==> config.mk <==
export PLATFORM = sky130hd
export DESIGN_NAME = gate_jump_ctrl
export DESIGN_NICKNAME = d
export VERILOG_FILES = /design/src/rtl/gate_jump_ctrl.sv
export SDC_FILE = /design/constraint.sdc
export NUM_CORES = 1
export LEC_CHECK = 0
export BUFFER_PORTS_ARGS = -buffer_cell sky130_fd_sc_hd__buf_2
export CAP_MARGIN = 30
export CORE_MARGIN = 2
export CORE_UTILIZATION = 54
export CTS_BUF_LIST = sky130_fd_sc_hd__clkbuf_8
export DETAILED_ROUTE_END_ITERATION = 10
export GPL_TIMING_DRIVEN = 0
export PLACE_DENSITY = 0.84
export SLEW_MARGIN = 20
export SYNTH_ARGS = -nofsm -noshare
export SYNTH_HDL_FRONTEND = slang
export SYNTH_SLANG_ARGS = --single-unit
==> constraint.sdc <==
create_clock -name CLK -period 3.4 [get_ports CLK]
set_clock_uncertainty 0.2 [all_clocks]
set_input_delay 0.17 -clock CLK [delete_from_list [all_inputs] [get_ports CLK]]
set_output_delay 0.17 -clock CLK [all_outputs]
set_load 0.01 [all_outputs]
==> src/rtl/gate_jump_ctrl.sv <==
// -----------------------------------------------------------------------------
// gate_jump_ctrl
// Decides when the frog teleports between gate A and gate B.
//
// Collision pulses are latched over a video frame and evaluated once per frame
// at startOfFrame. A jump produces a one-cycle jump_req strobe. The jump is
// followed by a cooldown of COOLDOWN_FRAMES frames. After that, the controller
// waits until the frog has spent a full frame clear of both gates. This stops
// the frog from bouncing straight back through the other gate.
//
// Ports:
//   CLK          system clock
//   RESET        asynchronous reset, active-high
//   startOfFrame one-cycle pulse per video frame
//   enable       game running; only gates new IDLE->JUMP decisions
//   collision_A  frog overlaps gate A (pulse or level, any cycle)
//   collision_B  frog overlaps gate B
//   control      destination gate select (0 = gate A, 1 = gate B), held
//   jump_req     one-cycle strobe to load the muxed jump coordinates
//   busy         high whenever the controller is not IDLE
//   jump_count   jumps taken since reset, saturating
// -----------------------------------------------------------------------------
module gate_jump_ctrl #(
    parameter int COOLDOWN_FRAMES = 30,
    parameter int CNT_W           = 8
) (
    input  logic             CLK,
    input  logic             RESET,
    input  logic             startOfFrame,
    input  logic             enable,
    input  logic             collision_A,
    input  logic             collision_B,
    output logic             control,
    output logic             jump_req,
    output logic             busy,
    output logic [CNT_W-1:0] jump_count
);

    typedef enum logic [1:0] {
        IDLE       = 2'd0,
        JUMP       = 2'd1,
        COOLDOWN   = 2'd2,
        WAIT_CLEAR = 2'd3
    } state_t;

    localparam logic [CNT_W-1:0] CNT_MAX       = {CNT_W{1'b1}};
    localparam logic [CNT_W-1:0] CNT_ONE       = CNT_W'(1);
    localparam logic [CNT_W-1:0] COOLDOWN_LOAD = CNT_W'(COOLDOWN_FRAMES);

    state_t           state_r, state_s;
    logic             hit_a_r, hit_b_r;
    logic [CNT_W-1:0] cnt_r, cnt_s;
    logic             control_r, control_s;
    logic             jump_req_r, jump_req_s;
    logic             busy_r, busy_s;
    logic [CNT_W-1:0] jump_count_r, jump_count_s;

    // Per-frame collision latches. A collision seen in the SOF cycle itself
    // is dropped, so each SOF decision sees only the frame that just ended.
    always_ff @(posedge CLK or posedge RESET) begin
        if (RESET) begin
            hit_a_r <= 1'b0;
            hit_b_r <= 1'b0;
        end else if (startOfFrame) begin
            hit_a_r <= 1'b0;
            hit_b_r <= 1'b0;
        end else begin
            hit_a_r <= hit_a_r | collision_A;
            hit_b_r <= hit_b_r | collision_B;
        end
    end

    // Next-state logic and next values for the registered outputs.
    always_comb begin
        state_s      = state_r;
        cnt_s        = cnt_r;
        control_s    = control_r;
        jump_req_s   = 1'b0;
        jump_count_s = jump_count_r;

        case (state_r)
            IDLE: begin
                // Gate A has priority when both gates were touched.
                // jump_req and jump_count are updated on the edge that enters
                // JUMP, so they are both visible during the JUMP cycle.
                if (startOfFrame && enable && (hit_a_r || hit_b_r)) begin
                    state_s    = JUMP;
                    control_s  = hit_a_r;
                    jump_req_s = 1'b1;
                    if (jump_count_r != CNT_MAX) begin
                        jump_count_s = jump_count_r + CNT_ONE;
                    end else begin
                        jump_count_s = jump_count_r;
                    end
                end else begin
                    state_s = IDLE;
                end
            end
            JUMP: begin
                state_s = COOLDOWN;
                cnt_s   = COOLDOWN_LOAD;
            end
            COOLDOWN: begin
                if (startOfFrame) begin
                    if (cnt_r == CNT_ONE) begin
                        state_s = WAIT_CLEAR;
                    end else begin
                        cnt_s = cnt_r - CNT_ONE;
                    end
                end else begin
                    state_s = COOLDOWN;
                end
            end
            WAIT_CLEAR: begin
                if (startOfFrame && !hit_a_r && !hit_b_r) begin
                    state_s = IDLE;
                end else begin
                    state_s = WAIT_CLEAR;
                end
            end
            default: begin
                state_s = IDLE;
            end
        endcase

        busy_s = (state_s != IDLE);
    end

    // State, cooldown counter and registered outputs.
    always_ff @(posedge CLK or posedge RESET) begin
        if (RESET) begin
            state_r      <= IDLE;
            cnt_r        <= '0;
            control_r    <= 1'b0;
            jump_req_r   <= 1'b0;
            busy_r       <= 1'b0;
            jump_count_r <= '0;
        end else begin
            state_r      <= state_s;
            cnt_r        <= cnt_s;
            control_r    <= control_s;
            jump_req_r   <= jump_req_s;
            busy_r       <= busy_s;
            jump_count_r <= jump_count_s;
        end
    end

    assign control    = control_r;
    assign jump_req   = jump_req_r;
    assign busy       = busy_r;
    assign jump_count = jump_count_r;

endmodule

==> impl_metrics.env, run 1 <==
export IMPL_setup_tns_final_ns=0
export IMPL_cts_sinks=23
export IMPL_syn2layout_area_growth_pct=20.9
export IMPL_multiInputGateArea_um2=556
export IMPL_pin_count=17
export IMPL_overall_via_count_from_detail_route=942
export IMPL_clock_latency_on_the_worst_skew_pair_ns=0.26
export IMPL_synth_cell_area_um2=1160
export IMPL_finalHoldViolations=0
export IMPL_initialDrtViolationCount=12
export IMPL_first_pass_grt_wire_length_um=4310
export IMPL_avgSynthCellArea_um2=10.4
export IMPL_post_route_period_util_pct=56.6
export IMPL_chip_height_um=50.3
export IMPL_port_buffers=15
export IMPL_r2r_start="cnt_r[1]$_DFFE_PP0P_"
export IMPL_routedWlPerCell_um=14.8
export IMPL_floorplan_core_area_um2=2000
export IMPL_start_util_pct=57.9
export IMPL_number_of_antenna_repair_diodes=0
export IMPL_non_filler_instance_count_after_layout=165
export IMPL_die_x_um=50.3
export IMPL_setup_viol_count_final=0
export IMPL_cts_max_level=1
export IMPL_grt_total_usage_pct=22.5
export IMPL_post_synth_num_cell_types=32
export IMPL_synth_seq_cells=23
export IMPL_detail_route_first_pass_iterations=4
export IMPL_commonest_cells_after_routing_fill_and_taps_aside="sky130_fd_sc_hd__dfrtp_1, sky130_fd_sc_hd__buf_2, sky130_fd_sc_hd__nor2_1, sky130_fd_sc_hd__nor3_1, sky130_fd_sc_hd__nand3_1"
export IMPL_timing_critical_path_from_type="flip-flop"
export IMPL_yosysWarningCount=0
export IMPL_drt_total_wl_um=2440
export IMPL_timing_critical_path_fanout_max=5
export IMPL_report_final_slew_viol_count=0
export IMPL_grt_remaining_overflow=0
export IMPL_initial_antenna_violation_count=0
export IMPL_layout_area_seq_um2=576
export IMPL_outcome="finished, final reports clean"
export IMPL_grt_pass1_vias=926
export IMPL_cts_reportedPaths_clkPinSlew_ns=0.09
export IMPL_tightestPinTransition_ns=0.457
export IMPL_maximum_clock_frequency_mhz=520
export IMPL_worstPathArrival_ns=1.85
export IMPL_min_path_type="input port to flip-flop"
export IMPL_std_cell_rows=16
export IMPL_finalInstanceArea_um2=1400
export IMPL_detail_route_drc_violations=0
export IMPL_largest_net_degree_at_the_start_of_global_routing=24
export IMPL_detailed_place_hpwl_um=1630
export IMPL_count_of_hold_buffers_inserted_by_post_cts_repair=6
export IMPL_crit_path_end_kind="flip-flop"
export IMPL_finalWeightedCongestion=0.795
export IMPL_hp_start="startOfFrame"
export IMPL_final_fill_count=152
export IMPL_p_leak_nw=0.691
export IMPL_post_cts_resized=0
export IMPL_cts_root_buffer="sky130_fd_sc_hd__clkbuf_8"
export IMPL_unrepaired_setup_endpoints_after_global_routing="false"
export IMPL_cts_max_path_buffers=2
export IMPL_cts_setup_buffers=0
export IMPL_layout_cells_most_common="sky130_fd_sc_hd__dfrtp_1"
export IMPL_nNetsFinal=148
export IMPL_timing_critical_path_from="cnt_r[1]$_DFFE_PP0P_"
export IMPL_final_layout_size_suffix_gt1_share_pct=21.7
export IMPL_post_dp_cell_area_um2=1270
export IMPL_final_period_minus_worst_setup_slack_ns=1.92
export IMPL_cts_tree="done"
export IMPL_critical_path_class="flip-flop to flip-flop"
export IMPL_drv_max_cap_violation_count=0
export IMPL_power_density_nw_per_um2=638
export IMPL_post_place_cells=154
export IMPL_synth_seq_area_share_pct=49.6
export IMPL_synth_fp_nets=121
export IMPL_worst_endpoint_required_ns=3.33
export IMPL_avgViaCountPerCell=5.71
export IMPL_cts_buffers=3
export IMPL_final_antenna_net_count=0
export IMPL_holdWs_ns=0.0432
export IMPL_fin_total_pwr_uw=895
export IMPL_synth_cells=112
export IMPL_peakVddDrop_mv=0.418
export IMPL_timing_max_slew_rel_slack_pct=69.2
export IMPL_dieArea_um2=2530
## report_power, final
part	switching (mW)	internal (mW)	total [mW]	leakage [nW]
registers	0.0871	0.346	0.433	0.291
clock network	0.0865	0.0817	0.168	0.0255
logic	0.162	0.131	0.294	0.375
total	0.336	0.559	0.895	0.691
## layer usage
metal | vias to the layer above | routed length, um | track usage, %
met4 | 0 | 0 | 5.41
met3 | 0 | 80 | 3.57
li1 | 447 | - | -
met2 | 23 | 1320 | 39.9
met1 | 472 | 1040 | 28.6
met5 | - | 0 | 0
## metrics by stage
step	utilization [%]	worst slack, ns
floorplan	-	1.71
global placement	63.4	1.61
detailed placement	63.4	1.51
CTS	68.7	1.49
global route	70.1	1.32
finish	70.1	1.48
## critical path, cell delays in order, from the launching register on
cell and delay (ns):
sky130_fd_sc_hd__dfrtp_1 0.43, sky130_fd_sc_hd__inv_1 0.10, sky130_fd_sc_hd__ha_1 0.20, sky130_fd_sc_hd__nor3b_2 0.32, sky130_fd_sc_hd__a21oi_1 0.20, sky130_fd_sc_hd__a211oi_1 0.27
sky130_fd_sc_hd__a31oi_1 0.07
## state kept, by name, indices dropped and copies added, names as in the netlist
signal / count
busy: 1
cnt_r: 8
control: 1
hit_a_r: 1
hit_b_r: 1
jump_count: 8
jump_req: 1
state_r: 2
## layout make-up
| type | count | share of cell area [%] |
|---|---|---|
| clock inverter | 1 | 0.357 |
| sequential | 23 | 41.0 |
| inverter | 5 | 1.34 |
| clock buffer | 3 | 2.94 |
| multi-input combinational | 82 | 39.6 |
| buffer | 2 | 0.714 |
| tap | 27 | 2.41 |
| timing repair buffer | 22 | 11.6 |
## final timing paths
check	endpoint	slack, ns	cells past startpoint
hold / removal	busy$_DFF_PP0_	0.04	3
hold reg to reg	jump_count[7]$_DFFE_PP0P_	0.29	1
setup / recovery	cnt_r[4]$_DFFE_PP0P_	1.48	6
min in group asynchronous	jump_count[6]$_DFFE_PP0P_	0.21	3
max in group asynchronous	cnt_r[7]$_DFFE_PP0P_	2.40	4
setup reg to reg	cnt_r[4]$_DFFE_PP0P_	1.48	6
## Yosys cell counts
cell | instances | share of area [%]
sky130_fd_sc_hd__dfrtp_1 | 23 | 50
sky130_fd_sc_hd__nor2_1 | 16 | 5.2
sky130_fd_sc_hd__nor3_1 | 8 | 3.5
sky130_fd_sc_hd__nand3_1 | 7 | 3.0
sky130_fd_sc_hd__a21oi_1 | 6 | 2.6
sky130_fd_sc_hd__nand2_1 | 6 | 1.9
sky130_fd_sc_hd__xor2_1 | 6 | 4.5
sky130_fd_sc_hd__inv_1 | 5 | 1.6
sky130_fd_sc_hd__and2_1 | 3 | 1.6
sky130_fd_sc_hd__ha_1 | 3 | 3.2
sky130_fd_sc_hd__mux2i_1 | 3 | 2.6
sky130_fd_sc_hd__a31oi_1 | 2 | 1.1
sky130_fd_sc_hd__buf_2 | 2 | 0.86
sky130_fd_sc_hd__mux2_2 | 2 | 1.9
sky130_fd_sc_hd__nand4_1 | 2 | 1.1
sky130_fd_sc_hd__nor3b_2 | 2 | 2.2
sky130_fd_sc_hd__a211oi_1 | 1 | 0.65
sky130_fd_sc_hd__a21boi_1 | 1 | 0.65
sky130_fd_sc_hd__a311o_1 | 1 | 0.86
sky130_fd_sc_hd__and2b_1 | 1 | 0.65
sky130_fd_sc_hd__mux2_1 | 1 | 0.97
sky130_fd_sc_hd__nand4b_1 | 1 | 0.76
sky130_fd_sc_hd__nor2_4 | 1 | 0.97
sky130_fd_sc_hd__nor2b_1 | 1 | 0.54
sky130_fd_sc_hd__nor3_2 | 1 | 0.86
sky130_fd_sc_hd__nor4_2 | 1 | 1.1
sky130_fd_sc_hd__o211a_1 | 1 | 0.86
sky130_fd_sc_hd__o211ai_4 | 1 | 1.8
sky130_fd_sc_hd__o22ai_1 | 1 | 0.54
sky130_fd_sc_hd__o311ai_1 | 1 | 0.76
sky130_fd_sc_hd__or3b_1 | 1 | 0.76
sky130_fd_sc_hd__xnor2_1 | 1 | 0.76
## logic make-up (layout without fill, tap and decap cells)
logic type	Yosys count	in the layout	share of synthesized area, %
buffers and inverters	7	33	2.48
AND/OR/NAND/NOR	51	51	24.1
adder cells (fa/ha/maj)	3	3	3.24
multiplexers	6	6	5.50
XOR/XNOR	7	7	5.29
flip-flops	23	23	49.6
AO/OA/AOI/OAI	15	15	9.82
(Power assumes the default switching activity.)
==> run 2: changes to the inputs <==
==> constraint.sdc (replaced) <==
create_clock -name CLK -period 1.8 [get_ports CLK]
set_clock_uncertainty 0.2 [all_clocks]
set_input_delay 0.09 -clock CLK [delete_from_list [all_inputs] [get_ports CLK]]
set_output_delay 0.09 -clock CLK [all_outputs]
set_load 0.01 [all_outputs]
==> run 2 against run 1 <==
  * Core utilization increased by 6.4 points
  * Sequential share of layout area decreased by 3.3 points
  * Clock-buffer cell count unchanged
  * Total power increased by 110%
  * Clock power increased by 90%
  * Largest power group unchanged
  * Non-clock buffer count increased by 9
  * Via count increased by 4.7%
  * Worst setup slack got worse by 1.4 ns
  * First-iteration DRC count decreased by 25%
  * Sequential power increased by 94%
  * Largest cell class is now multi-input combinational cells
==> impl_metrics.env, run 2 (same netlist as run 1, synthesis figures left out) <==
export IMPL_post_dp_cell_area_um2=1270
export IMPL_multiInputGateArea_um2=609
export IMPL_chip_height_um=50.3
export IMPL_peakVddDrop_mv=0.786
export IMPL_min_path_type="input port to flip-flop"
export IMPL_setup_viol_count_final=0
export IMPL_finalInstanceArea_um2=1530
export IMPL_cts_reportedPaths_clkPinSlew_ns=0.08
export IMPL_reg2regPathDepth=6
export IMPL_drv_max_cap_violation_count=0
export IMPL_clock_latency_on_the_worst_skew_pair_ns=0.26
export IMPL_floorplan_core_area_um2=2000
export IMPL_worstPathArrival_ns=1.71
export IMPL_commonest_cells_after_routing_fill_and_taps_aside="sky130_fd_sc_hd__dfrtp_1, sky130_fd_sc_hd__buf_2, sky130_fd_sc_hd__nor2_1, sky130_fd_sc_hd__buf_4"
export IMPL_tightestPinTransition_ns=0.289
export IMPL_port_buffers=15
export IMPL_hp_start="startOfFrame"
export IMPL_final_period_minus_worst_setup_slack_ns=1.75
export IMPL_initial_antenna_violation_count=0
export IMPL_routedWlPerCell_um=15.3
export IMPL_outcome="finished, final reports clean"
export IMPL_finalWeightedCongestion=0.795
export IMPL_overall_via_count_from_detail_route=986
export IMPL_critical_path_class="flip-flop to flip-flop"
export IMPL_final_fill_count=137
export IMPL_final_antenna_net_count=0
export IMPL_std_cell_rows=16
export IMPL_final_layout_size_suffix_gt1_share_pct=32.0
export IMPL_dieArea_um2=2530
export IMPL_p_leak_nw=0.732
export IMPL_grt_remaining_overflow=0
export IMPL_cts_tree="done"
export IMPL_grt_total_usage_pct=23.1
export IMPL_fin_total_pwr_mw=1.91
export IMPL_maximum_clock_frequency_mhz=570
export IMPL_nNetsFinal=157
export IMPL_largest_net_degree_at_the_start_of_global_routing=24
export IMPL_cts_root_buffer="sky130_fd_sc_hd__clkbuf_8"
export IMPL_timing_critical_path_fanout_max=4
export IMPL_detailed_place_hpwl_um=1630
export IMPL_start_util_pct=57.9
export IMPL_cts_max_path_buffers=2
export IMPL_initialDrtViolationCount=9
export IMPL_grt_pass1_vias=972
export IMPL_avgViaCountPerCell=5.67
export IMPL_number_of_antenna_repair_diodes=0
export IMPL_timing_critical_path_from="cnt_r[0]$_DFFE_PP0P_"
export IMPL_r2r_start="cnt_r[0]$_DFFE_PP0P_"
export IMPL_detail_route_first_pass_iterations=4
export IMPL_timing_max_slew_rel_slack_pct=80.4
export IMPL_setup_tns_final_ns=0
export IMPL_worst_endpoint_required_ns=1.75
export IMPL_report_final_slew_viol_count=0
export IMPL_layout_cells_most_common="sky130_fd_sc_hd__dfrtp_1"
export IMPL_die_x_um=50.3
export IMPL_drt_total_wl_um=2670
export IMPL_crit_path_end_kind="flip-flop"
export IMPL_syn2layout_area_growth_pct=31.9
export IMPL_timing_critical_path_from_type="flip-flop"
export IMPL_detail_route_drc_violations=0
export IMPL_power_density_nw_per_um2=1250
export IMPL_finalHoldViolations=0
export IMPL_first_pass_grt_wire_length_um=4400
export IMPL_cts_buffers=3
export IMPL_pin_count=17
export IMPL_min_path_cells=2
export IMPL_post_route_period_util_pct=97.5
export IMPL_layout_area_seq_um2=577
export IMPL_cts_sinks=23
export IMPL_cts_max_level=1
[run 2: timing repair]
action	in CTS	in global routing
pin swaps	0	6
hold endpoints to repair	26	0
buffers inserted	1	7
setup endpoints to repair	3	11
hold buffers	7	0
gates resized for setup	5	9
[run 2: path summary, 6_finish.rpt]
| kind | to | slack [ns] |
|---|---|---|
| worst min-delay path | state_r[0]$_DFF_PP0_ | 0.04 |
| min in group asynchronous | cnt_r[4]$_DFFE_PP0P_ | 0.09 |
| max in group asynchronous | cnt_r[0]$_DFFE_PP0P_ | 0.91 |
| worst max-delay path | cnt_r[6]$_DFFE_PP0P_ | 0.05 |
| worst max register to register | cnt_r[6]$_DFFE_PP0P_ | 0.05 |
| worst min register to register | jump_count[7]$_DFFE_PP0P_ | 0.30 |
[run 2: final cells by class]
cell class | instances | area share, %
buffer | 2 | 0.818
clock buffer | 3 | 2.70
clock inverter | 1 | 0.327
inverter | 5 | 1.23
multi-input combinational | 82 | 39.8
sequential | 23 | 37.7
tap | 27 | 2.21
timing repair buffer | 31 | 15.2
[run 2: worst max-delay path: stages (launching register included)]
cell                       delay, ns
sky130_fd_sc_hd__dfrtp_2        0.44
sky130_fd_sc_hd__inv_2          0.08
sky130_fd_sc_hd__ha_1           0.15
sky130_fd_sc_hd__nand4b_1       0.16
sky130_fd_sc_hd__or3b_1         0.41
sky130_fd_sc_hd__mux2i_1        0.15
sky130_fd_sc_hd__nor2_1         0.05
[run 2: power by group]
group          internal [mW]  switching, mW  leakage [nW]
Clock                  0.154          0.165        0.0255
Combinational          0.373          0.377         0.417
Sequential             0.655          0.186         0.290
Total                   1.18          0.728         0.732
[run 2: per-stage QoR]
step / hold WS [ns] / utilization [%] / cells / worst slack, ns
6_report: 0.0370 / 76.4 / 174 / 0.0452
5_1_grt: 0.0327 / 76.4 / 174 / -0.0419
4_1_cts: 0.0193 / 70.8 / 166 / 0.0199
3_5_place_dp: 0.115 / 63.4 / 154 / -0.0874
3_3_place_gp: 0.0976 / 63.4 / 154 / 0.00691
2_1_floorplan: -0.108 / - / 112 / 0.114
[run 2: layer usage]
layer  track usage (%)  routed length [um]  up-vias
li1                  -                   -      462
met1              28.8                1100      488
met2              39.9                1430       28
met3              3.57                  87        8
met4              9.01                  46        0
met5                 0                   0        -
